`config.mk`:
```
export PLATFORM = sky130hd
export DESIGN_NAME = div_ctrl
export DESIGN_NICKNAME = d
export VERILOG_FILES = /design/src/rtl/div_ctrl_pkg.sv /design/src/rtl/div_ctrl_special_detect.sv /design/src/rtl/div_ctrl.sv
export SDC_FILE = /design/constraint.sdc
export NUM_CORES = 1
export LEC_CHECK = 0
export ABC_CLOCK_PERIOD_IN_PS = 3000
export CAP_MARGIN = 30
export CORE_AREA = 2 2 182 184
export DETAILED_ROUTE_END_ITERATION = 12
export DIE_AREA = 0 0 184 186
export DONT_BUFFER_PORTS = 1
export PLACE_DENSITY_LB_ADDON = 0.25
export SKIP_LAST_GASP = 1
export SYNTH_ARGS = -nofsm -noshare
export SYNTH_HDL_FRONTEND = slang
export SYNTH_SLANG_ARGS = --single-unit
```
`constraint.sdc`:
```
create_clock -name clock -period 3 [get_ports clock]
set_input_delay 0.45 -clock clock [delete_from_list [all_inputs] [get_ports clock]]
set_output_delay 0.45 -clock clock [all_outputs]
set_load 0.01 [all_outputs]
```
`src/rtl/div_ctrl_pkg.sv`:
```
// Shared definitions for the EX-stage divider sequencer: op encodings, FSM states, defaults.
package div_ctrl_pkg;

    // Bit 0 clear marks the signed ops, bit 1 set marks the remainder ops.
    typedef enum logic [1:0] {
        OP_DIV  = 2'd0,
        OP_DIVU = 2'd1,
        OP_REM  = 2'd2,
        OP_REMU = 2'd3
    } div_op_e;

    typedef enum logic [2:0] {
        ST_IDLE    = 3'd0,
        ST_SPECIAL = 3'd1,
        ST_LAUNCH  = 3'd2,
        ST_WAIT    = 3'd3,
        ST_DONE    = 3'd4,
        ST_HIT     = 3'd5
    } div_state_e;

    localparam int XLEN_DEF    = 64;
    localparam int TIMEOUT_DEF = 96;

    function automatic logic op_is_signed(input logic [1:0] op);
        return ~op[0];
    endfunction

    function automatic logic op_is_rem(input logic [1:0] op);
        return op[1];
    endfunction

endpackage

```
`src/rtl/div_ctrl_special_detect.sv`:
```
// Combinational RISC-V divide special cases (divide-by-zero, signed overflow) on prepared operands.
module div_special_detect
    import div_ctrl_pkg::*;
#(
    parameter int XLEN = XLEN_DEF
) (
    input  logic [1:0]      op,
    input  logic            word,
    input  logic [XLEN-1:0] a,
    input  logic [XLEN-1:0] b,
    output logic            is_special,
    output logic [XLEN-1:0] special_result
);

    logic            b_zero;
    logic            is_ovf;
    logic [XLEN-1:0] min_val;
    logic [XLEN-1:0] raw;

    // W operands are already sign-extended, so the W most-negative value carries ones above bit 31.
    assign min_val = word ? {{(XLEN-31){1'b1}}, {31{1'b0}}} : {1'b1, {(XLEN-1){1'b0}}};
    assign b_zero  = (b == '0);
    assign is_ovf  = op_is_signed(op) & (a == min_val) & (&b);

    always_comb begin
        raw = '0;
        if (b_zero) begin
            raw = op_is_rem(op) ? a : '1;
        end else begin
            raw = op_is_rem(op) ? '0 : a;
        end
    end

    assign is_special     = b_zero | is_ovf;
    assign special_result = word ? {{(XLEN-32){raw[31]}}, raw[31:0]} : raw;

endmodule

```
`src/rtl/div_ctrl.sv`:
```
// Sequencer between EX and the shared iterative divider: special cases, launch, timeout, flush.
// Optional DIV_CACHE_EN keeps the last divider result so a matching DIV/REM pair skips the divider.
//
// state   | meaning
// IDLE    | waiting for a request from EX
// SPECIAL | special-case result ready, respond for one cycle
// LAUNCH  | pulse div_start_o, clear the timeout counter
// WAIT    | divider busy, counting towards timeout
// DONE    | divider (or timeout) result ready, respond for one cycle
// HIT     | cached result ready, respond for one cycle
module div_ctrl
    import div_ctrl_pkg::*;
#(
    parameter int XLEN    = XLEN_DEF,
    parameter int TIMEOUT = TIMEOUT_DEF
) (
    input  logic            clock,
    input  logic            reset,
    input  logic            req_valid_i,
    input  logic [1:0]      req_op_i,
    input  logic            req_word_i,
    input  logic [XLEN-1:0] req_a_i,
    input  logic [XLEN-1:0] req_b_i,
    input  logic            flush_i,
    output logic            stall_o,
    output logic            resp_valid_o,
    output logic [XLEN-1:0] resp_data_o,
    output logic            err_o,
    output logic            div_start_o,
    output logic            div_abort_o,
    output logic            div_signed_o,
    output logic [XLEN-1:0] div_a_o,
    output logic [XLEN-1:0] div_b_o,
    input  logic            div_ready_i,
    input  logic [XLEN-1:0] div_q_i,
    input  logic [XLEN-1:0] div_r_i
);

    localparam int CW = $clog2(TIMEOUT + 1);
    localparam logic [CW-1:0] TO_CNT = CW'(TIMEOUT);

    div_state_e      state, state_nxt;
    logic [1:0]      op_q;
    logic            word_q;
    logic [XLEN-1:0] a_q, b_q;
    logic [CW-1:0]   cnt;

    logic            sgn_in;
    logic [XLEN-1:0] a_prep, b_prep;
    logic            is_special;
    logic [XLEN-1:0] special_result;
    logic [XLEN-1:0] div_sel, div_res;
    logic            res_load;
    logic [XLEN-1:0] res_nxt;
    logic            err_set;
    logic            div_cmpl;

    assign sgn_in = op_is_signed(req_op_i);
    assign a_prep = req_word_i ? {{(XLEN-32){sgn_in & req_a_i[31]}}, req_a_i[31:0]} : req_a_i;
    assign b_prep = req_word_i ? {{(XLEN-32){sgn_in & req_b_i[31]}}, req_b_i[31:0]} : req_b_i;

    div_special_detect #(.XLEN(XLEN)) u_special (
        .op             (req_op_i),
        .word           (req_word_i),
        .a              (a_prep),
        .b              (b_prep),
        .is_special     (is_special),
        .special_result (special_result)
    );

    assign div_sel  = op_is_rem(op_q) ? div_r_i : div_q_i;
    assign div_res  = word_q ? {{(XLEN-32){div_sel[31]}}, div_sel[31:0]} : div_sel;
    assign div_cmpl = (state == ST_WAIT) & ~flush_i & div_ready_i;

`ifdef DIV_CACHE_EN
    logic            c_valid;
    logic [XLEN-1:0] c_a, c_b, c_q, c_r;
    logic            c_signed, c_word;
    logic            cache_hit;
    logic [XLEN-1:0] c_sel, cache_res;

    assign cache_hit = c_valid & (c_a == a_prep) & (c_b == b_prep) &
                       (c_signed == sgn_in) & (c_word == req_word_i);
    assign c_sel     = op_is_rem(req_op_i) ? c_r : c_q;
    assign cache_res = req_word_i ? {{(XLEN-32){c_sel[31]}}, c_sel[31:0]} : c_sel;

    always_ff @(posedge clock) begin
        if (reset) begin
            c_valid  <= 1'b0;
            c_a      <= '0;
            c_b      <= '0;
            c_q      <= '0;
            c_r      <= '0;
            c_signed <= 1'b0;
            c_word   <= 1'b0;
        end else if (err_set) begin
            c_valid <= 1'b0;
        end else if (div_cmpl) begin
            c_valid  <= 1'b1;
            c_a      <= a_q;
            c_b      <= b_q;
            c_q      <= div_q_i;
            c_r      <= div_r_i;
            c_signed <= op_is_signed(op_q);
            c_word   <= word_q;
        end
    end
`endif

    always_comb begin
        state_nxt = state;
        res_load  = 1'b0;
        res_nxt   = '0;
        err_set   = 1'b0;
        case (state)
            ST_IDLE: begin
                if (req_valid_i & ~flush_i) begin
                    if (is_special) begin
                        state_nxt = ST_SPECIAL;
                        res_load  = 1'b1;
                        res_nxt   = special_result;
                    end
`ifdef DIV_CACHE_EN
                    else if (cache_hit) begin
                        state_nxt = ST_HIT;
                        res_load  = 1'b1;
                        res_nxt   = cache_res;
                    end
`endif
                    else begin
                        state_nxt = ST_LAUNCH;
                    end
                end
            end
            ST_LAUNCH: state_nxt = flush_i ? ST_IDLE : ST_WAIT;
            ST_WAIT: begin
                if (flush_i) begin
                    state_nxt = ST_IDLE;
                end else if (div_ready_i) begin
                    state_nxt = ST_DONE;
                    res_load  = 1'b1;
                    res_nxt   = div_res;
                end else if (cnt == TO_CNT) begin
                    state_nxt = ST_DONE;
                    res_load  = 1'b1;
                    err_set   = 1'b1;
                end
            end
            ST_SPECIAL, ST_DONE, ST_HIT: state_nxt = ST_IDLE;
            default: state_nxt = ST_IDLE;
        endcase
    end

    always_ff @(posedge clock) begin
        if (reset) begin
            state       <= ST_IDLE;
            cnt         <= '0;
            resp_data_o <= '0;
            err_o       <= 1'b0;
            op_q        <= 2'd0;
            word_q      <= 1'b0;
            a_q         <= '0;
            b_q         <= '0;
        end else begin
            state <= state_nxt;
            if (state == ST_LAUNCH) begin
                cnt <= '0;
            end else if (state == ST_WAIT) begin
                cnt <= cnt + 1'b1;
            end
            if (res_load) begin
                resp_data_o <= res_nxt;
            end
            if (err_set) begin
                err_o <= 1'b1;
            end
            // EX holds the request stable while stalled, so capture once on acceptance.
            if (state == ST_IDLE) begin
                op_q   <= req_op_i;
                word_q <= req_word_i;
                a_q    <= a_prep;
                b_q    <= b_prep;
            end
        end
    end

    assign resp_valid_o = ((state == ST_SPECIAL) | (state == ST_DONE) | (state == ST_HIT)) &
                          ~flush_i & ~reset;
    assign stall_o      = req_valid_i & ~resp_valid_o & ~flush_i;
    assign div_start_o  = (state == ST_LAUNCH) & ~flush_i & ~reset;
    assign div_abort_o  = ((state == ST_LAUNCH) | (state == ST_WAIT)) & flush_i & ~reset;
    assign div_signed_o = op_is_signed(op_q);
    assign div_a_o      = a_q;
    assign div_b_o      = b_q;

endmodule

```
Yosys cells after proc, flatten, opt, wreduce, memory -nomap -nowiden
Cells that the tools add are included.
{"block": "word_totals", "input_bits": 264, "wordCells": 75, "ff_bits": 206}
{"block": "classes", "muxes": 30, "eq_ne": 9, "bitwise_logic": 22, "addsub": 1, "n_reduce_logical": 5}
{"operator": "64-bit 2-to-1 mux", "n": 12}
{"operator": "64-bit one-hot mux with 2 select lines", "n": 1}
{"operator": "64-bit equality test", "n": 1}
{"operator": "64-bit zero test", "n": 1}
{"operator": "64-bit AND reduction", "n": 1}
{"operator": "63-bit 2-to-1 mux", "n": 1}
{"operator": "1-bit bitwise AND", "n": 13}
{"operator": "3-bit 2-to-1 mux", "n": 4}
{"operator": "3-bit one-hot mux with 3 select lines", "n": 1}
{"operator": "1-bit 2-to-1 mux", "n": 8}
{"operator": "7-bit by 1-bit adder with 7-bit output, second input constant", "n": 1}
{"operator": "7-bit equality test, second input constant", "n": 1}
{"operator": "3-bit by 2-bit equality test with 1-bit output, second input constant", "n": 2}
{"operator": "3-bit equality test, second input constant", "n": 2}
{"operator": "1-bit inverter", "n": 5}
{"operator": "2-bit 2-to-1 mux", "n": 2}
{"operator": "4-bit inequality test, second input constant", "n": 1}
{"operator": "1-bit OR", "n": 4}
{"operator": "3-bit by 1-bit equality test with 1-bit output, second input constant", "n": 1}
{"operator": "3-bit zero test", "n": 1}
{"operator": "2-bit inequality test, second input constant", "n": 1}
{"operator": "1-bit one-hot mux with 2 select lines", "n": 1}
{"operator": "2-bit AND reduction", "n": 1}
{"operator": "2-bit OR reduction", "n": 1}

Longest topological paths before layout
{"block": "depth", "depth_word": 10, "depth_mapped": 10, "ltp_nobuf": 8}

Hierarchy
A second synthesis with hierarchy kept.
{"block": "unflattened", "hier_cells": 1412, "hier_area_um2": 11409.7}
{"module": "div_ctrl", "n_inst": 1, "cells_per_inst": 1136, "area_each_um2": 9875.7, "seq_area_each_um2": 4124.0}
{"module": "div_special_detect", "n_inst": 1, "cells_per_inst": 276, "area_each_um2": 1534.0, "seq_area_each_um2": 0.0}

Worst setup path before layout
Ideal clock, no wire load.
{"block": "synth_path", "path_type": "in2reg", "start": "input req_a_i[50]", "end": "register resp_data_o[10]", "setup_time_ns": 0.122, "required_ns": 2.878, "setup_slack_ns": 0.374, "cell_stages": 8, "t_arrival_ns": 2.504, "cell_sequence": "or4_1 -> nor4_1 -> nand4_1 -> a211o_1 -> o21ai_1 -> nor2_1 -> clkbuf_1 -> a221o_1"}
{"block": "synth_between", "elab_chain_cells": 8}
{"element": "from (decl)", "line_no": "div_ctrl.sv:22", "rtl": "input logic [XLEN-1:0] req_a_i,"}
{"element": "64-bit 2-to-1 mux (*)", "line_no": "div_ctrl.sv:59", "rtl": "assign a_prep = req_word_i ? {{(XLEN-32){sgn_in & req_a_i[31]}}, req_a_i[31:0]} : req_a_i;"}
{"element": "64-bit equality test (*)", "line_no": "div_ctrl_special_detect.sv:23", "rtl": "assign is_ovf = op_is_signed(op) & (a == min_val) & (&b);"}
{"element": "1-bit bitwise AND (*) (2 in a row)", "line_no": "div_ctrl_special_detect.sv:23"}
{"element": "1-bit OR (*)", "line_no": "div_ctrl_special_detect.sv:34", "rtl": "assign is_special = b_zero | is_ovf;"}
{"element": "64-bit 2-to-1 mux / 1-bit 2-to-1 mux (equally long branches)", "line_no": "div_ctrl.sv:118", "rtl": "if (is_special) begin"}
{"element": "64-bit 2-to-1 mux / 1-bit 2-to-1 mux (equally long branches)", "line_no": "div_ctrl.sv:117", "rtl": "if (req_valid_i & ~flush_i) begin"}
{"element": "64-bit one-hot mux with 2 select lines / 1-bit one-hot mux with 2 select lines (equally long branches)", "line_no": "div_ctrl.sv:115", "rtl": "case (state)"}
{"element": "to (signal assigned)", "line_no": "div_ctrl.sv:172", "rtl": "resp_data_o <= res_nxt;"}
{"element": "to (decl)", "line_no": "div_ctrl.sv:27", "rtl": "output logic [XLEN-1:0] resp_data_o,"}
Every way passes the cells marked *; elsewhere a longest branch is shown, timed or not.
A chain may end at the register's enable or synchronous reset.

Worst setup path after layout
{"block": "layout_path", "start": "register state[0]", "end": "register resp_data_o[2]"}
{"block": "layout_between", "elab_chain_cells": 2}
{"element": "from (decl)", "line_no": "div_ctrl.sv:42", "rtl": "div_state_e state, state_nxt;"}
{"element": "from (signal assigned)", "line_no": "div_ctrl.sv:165", "rtl": "state <= state_nxt;"}
{"element": "3-bit by 2-bit equality test with 1-bit output / 3-bit zero test (equally long branches)", "line_no": "div_ctrl.sv:115"}
{"element": "64-bit one-hot mux with 2 select lines / 1-bit one-hot mux with 2 select lines (equally long branches)", "line_no": "div_ctrl.sv:115"}
Several ways; a longest one is shown, not always the timed one.

==> reports/metrics.cfg <==
[sta]
fmax_mhz=387.7
tightest_slew_ns=0.8916
finalCritPeriodShare=0.8598
holdWs_ns=0.04570
clock_skew_ns=0.008589
slew_headroom=0.4056
final.min_clock_period_ns=2.579
final-setup-viol-count=0
hold_viol=0
slew_violations=0
rsz0062_at_grt=no

[detailed_routing]
ant_nets=0
drt-total-wl_mm=38.11
vias=9097
firstDrtPassIters=4
drt_iter0_markers=626
drc=0
post_drt_via_cell_ratio=5.591
wl_per_cell_um=23.42

[placed_design]
io_buffers=0
dp_hpwl_mm=27.35
place_congestion=0.8246

[power]
p_per_area_nw_per_um2=603.6
power_leakage_nw=4.300
p_total_mw=6.802
peakVddDrop_mv=0.3713

[clock_tree]
clk_pin_slew_ns=0.06
cts_buffers=26
cts_tree=built
cts_sinks=206
htree_levels=1
clock_latency_ns=0.53
clock_path_buffers=3
root_buffer=clkbuf_16

[logic_synthesis]
synthXorXnorAreaFrac=0.005289
synth.largest_area_cell=dfxtp_1
synthAdderAreaFrac=0.03576
synth_top_area_frac=0.4151
synth_top_cells_by_count=dfxtp_1, nand2_1, nor2_1
yosys_warnings=0
synth_area_leaders=dfxtp_1, nand2_1, mux2i_1, nor2_1, a21oi_1
yosys.area_share.simple=0.2122
synth_fp_nets=1517
yosysSeqAreaShare=0.4151
synth_compound_area_frac=0.2072
ys_ff_latch=206
muxShareOfSynthArea=0.06448
async_flop_share=0
synth.distinct_cells=53
postSynthAreaPerCell_um2=7.942
netlist_instances=1251
yosys.cell_count.top_type=dfxtp_1
synth_edf_count=0
ys.flop_type=dfxtp_1
mappedNetlistArea_um2=9936
synth_top_family_by_area=simple AND/OR/NAND/NOR gates

[floorplan]
die_w_um=184
core_um2=32210
die_h_um=186
die_area_um2=34220
start_util=0.3085
ios=462
row_count=66

[global_route]
grt_usage=0.2063
antenna_found_initial=0
grt_pass1_wl_mm=54.44
grt_max_degree=154
grt-ovfl-total=0
grt_pass1_vias=8534

[final_layout]
drive_gt1_frac=0.07219
n_fill_cell=3349
nets=1465
diodes=0
multi_input_area_um2=5275
ff_latch_area_um2=4128
area_delta_synth_final_pct=13.42

[critical_path]
critical_path_class=reg2reg
ff2ff_setup_slack_ns=0.42
end_kind=flip-flop
arrival_ns=2.99
start_kind=flip-flop
required_ns=3.41
critPathMaxFanout=34

[run]
cap_viol_max_count=0

[hold_path]
worstHoldPathType=in2reg

[status]
status=complete, no violations

## flip-flops by register name, indices dropped and copies added, names as in the netlist
| name | flops |
|---|---|
| op_q | 2 |
| div_b_o | 64 |
| resp_data_o | 64 |
| word_q | 1 |
| cnt | 7 |
| div_a_o | 64 |
| state | 3 |
| err_o | 1 |
## final timing paths
path,startpoint,endpoint,cells past startpoint
min,req_op_i[1],op_q[1],2
max reg2reg,state[0],resp_data_o[2],9
min reg2reg,op_q[0],op_q[0],2
max,state[0],resp_data_o[2],9
## critical path: stages (launching register included)
cell     delay, ns
dfxtp_1       0.53
inv_1         0.14
or2_1         0.31
nor2_2        0.16
buf_4         0.38
a32oi_1       0.19
o21ai_4       0.13
nor2_2        0.07
buf_12        0.16
a221o_1       0.36
## power by group
group / internal (mW) / switching (mW) / leakage [nW]
combinational: 0.221 / 0.343 / 2.18
clock: 1.92 / 1.26 / 0.425
sequential: 2.87 / 0.180 / 1.69
total: 5.01 / 1.79 / 4.30
## cell usage in the layout (no fill, tap or decap), types with 4 or more instances in the layout
| cell type | Yosys | layout |
|---|---|---|
| nand2_1 | 205 | 205 |
| dfxtp_1 | 206 | 205 |
| nor2_1 | 148 | 146 |
| a21oi_1 | 105 | 103 |
| mux2i_1 | 64 | 64 |
| inv_1 | 37 | 36 |
| nor3_1 | 34 | 34 |
| nor4_1 | 34 | 34 |
| maj3_1 | 33 | 33 |
| a211oi_1 | 32 | 32 |
| o21bai_1 | 32 | 32 |
| o211ai_1 | 32 | 32 |
| a31oi_1 | 33 | 32 |
| o21ai_0 | 32 | 32 |
| a221o_1 | 31 | 31 |
| clkbuf_16 | 0 | 27 |
| buf_4 | 0 | 21 |
| nand4_1 | 19 | 19 |
| clkbuf_1 | 94 | 6 |
| buf_12 | 0 | 6 |
| and4_1 | 5 | 5 |
| clkinv_2 | 0 | 5 |
| nand3_1 | 4 | 4 |
| xor2_1 | 4 | 4 |
| or3_1 | 5 | 4 |
| clkbuf_8 | 0 | 4 |
## logic make-up after synthesis
kind of cell | Yosys count
flops | 206
buf+inv | 150
xor+xnor | 6
mux | 64
fa+ha+maj | 35
compound gates | 312
simple gates | 478
## stage by stage
step | cells | util | instance area [µm²] | setup WS, ns | TNS, ns
2_1_floorplan | 1251 | - | 9936 | 0.3743 | 0
3_3_place_gp | 1574 | 0.3209 | 10330 | 0.06615 | 0
3_5_place_dp | 1576 | 0.3218 | 10360 | -0.07115 | -0.07662
4_1_cts | 1626 | 0.3495 | 11250 | 0.4369 | 0
5_1_grt | 1627 | 0.3499 | 11270 | 0.2691 | 0
6_report | 1627 | 0.3499 | 11270 | 0.4207 | 0
## area by class of cell
class	count	area share
repair buffers	32	0.03042
inverters	38	0.01266
flip-flops and latches	206	0.3663
multi-input cells	895	0.4681
well taps	408	0.04530
clock buffers	37	0.06684
clock inverters	11	0.01044
## layer usage
| layer | vias up | GRT usage | wire length, µm |
|---|---|---|---|
| met3 | 73 | 0.05733 | 3147 |
| li1 | 4325 | - | - |
| met4 | 0 | 0.07168 | 1252 |
| met5 | - | 0 | 0 |
| met1 | 4298 | 0.2702 | 16510 |
| met2 | 401 | 0.3256 | 17200 |
## timing repair
action                                 4_1_cts  5_1_grt
endpoints found under the hold margin       23        0
hold buffers                                 2        0
setup buffers                                0        0
gates resized for setup                      0        0
Power figures use the tool's default switching activity.
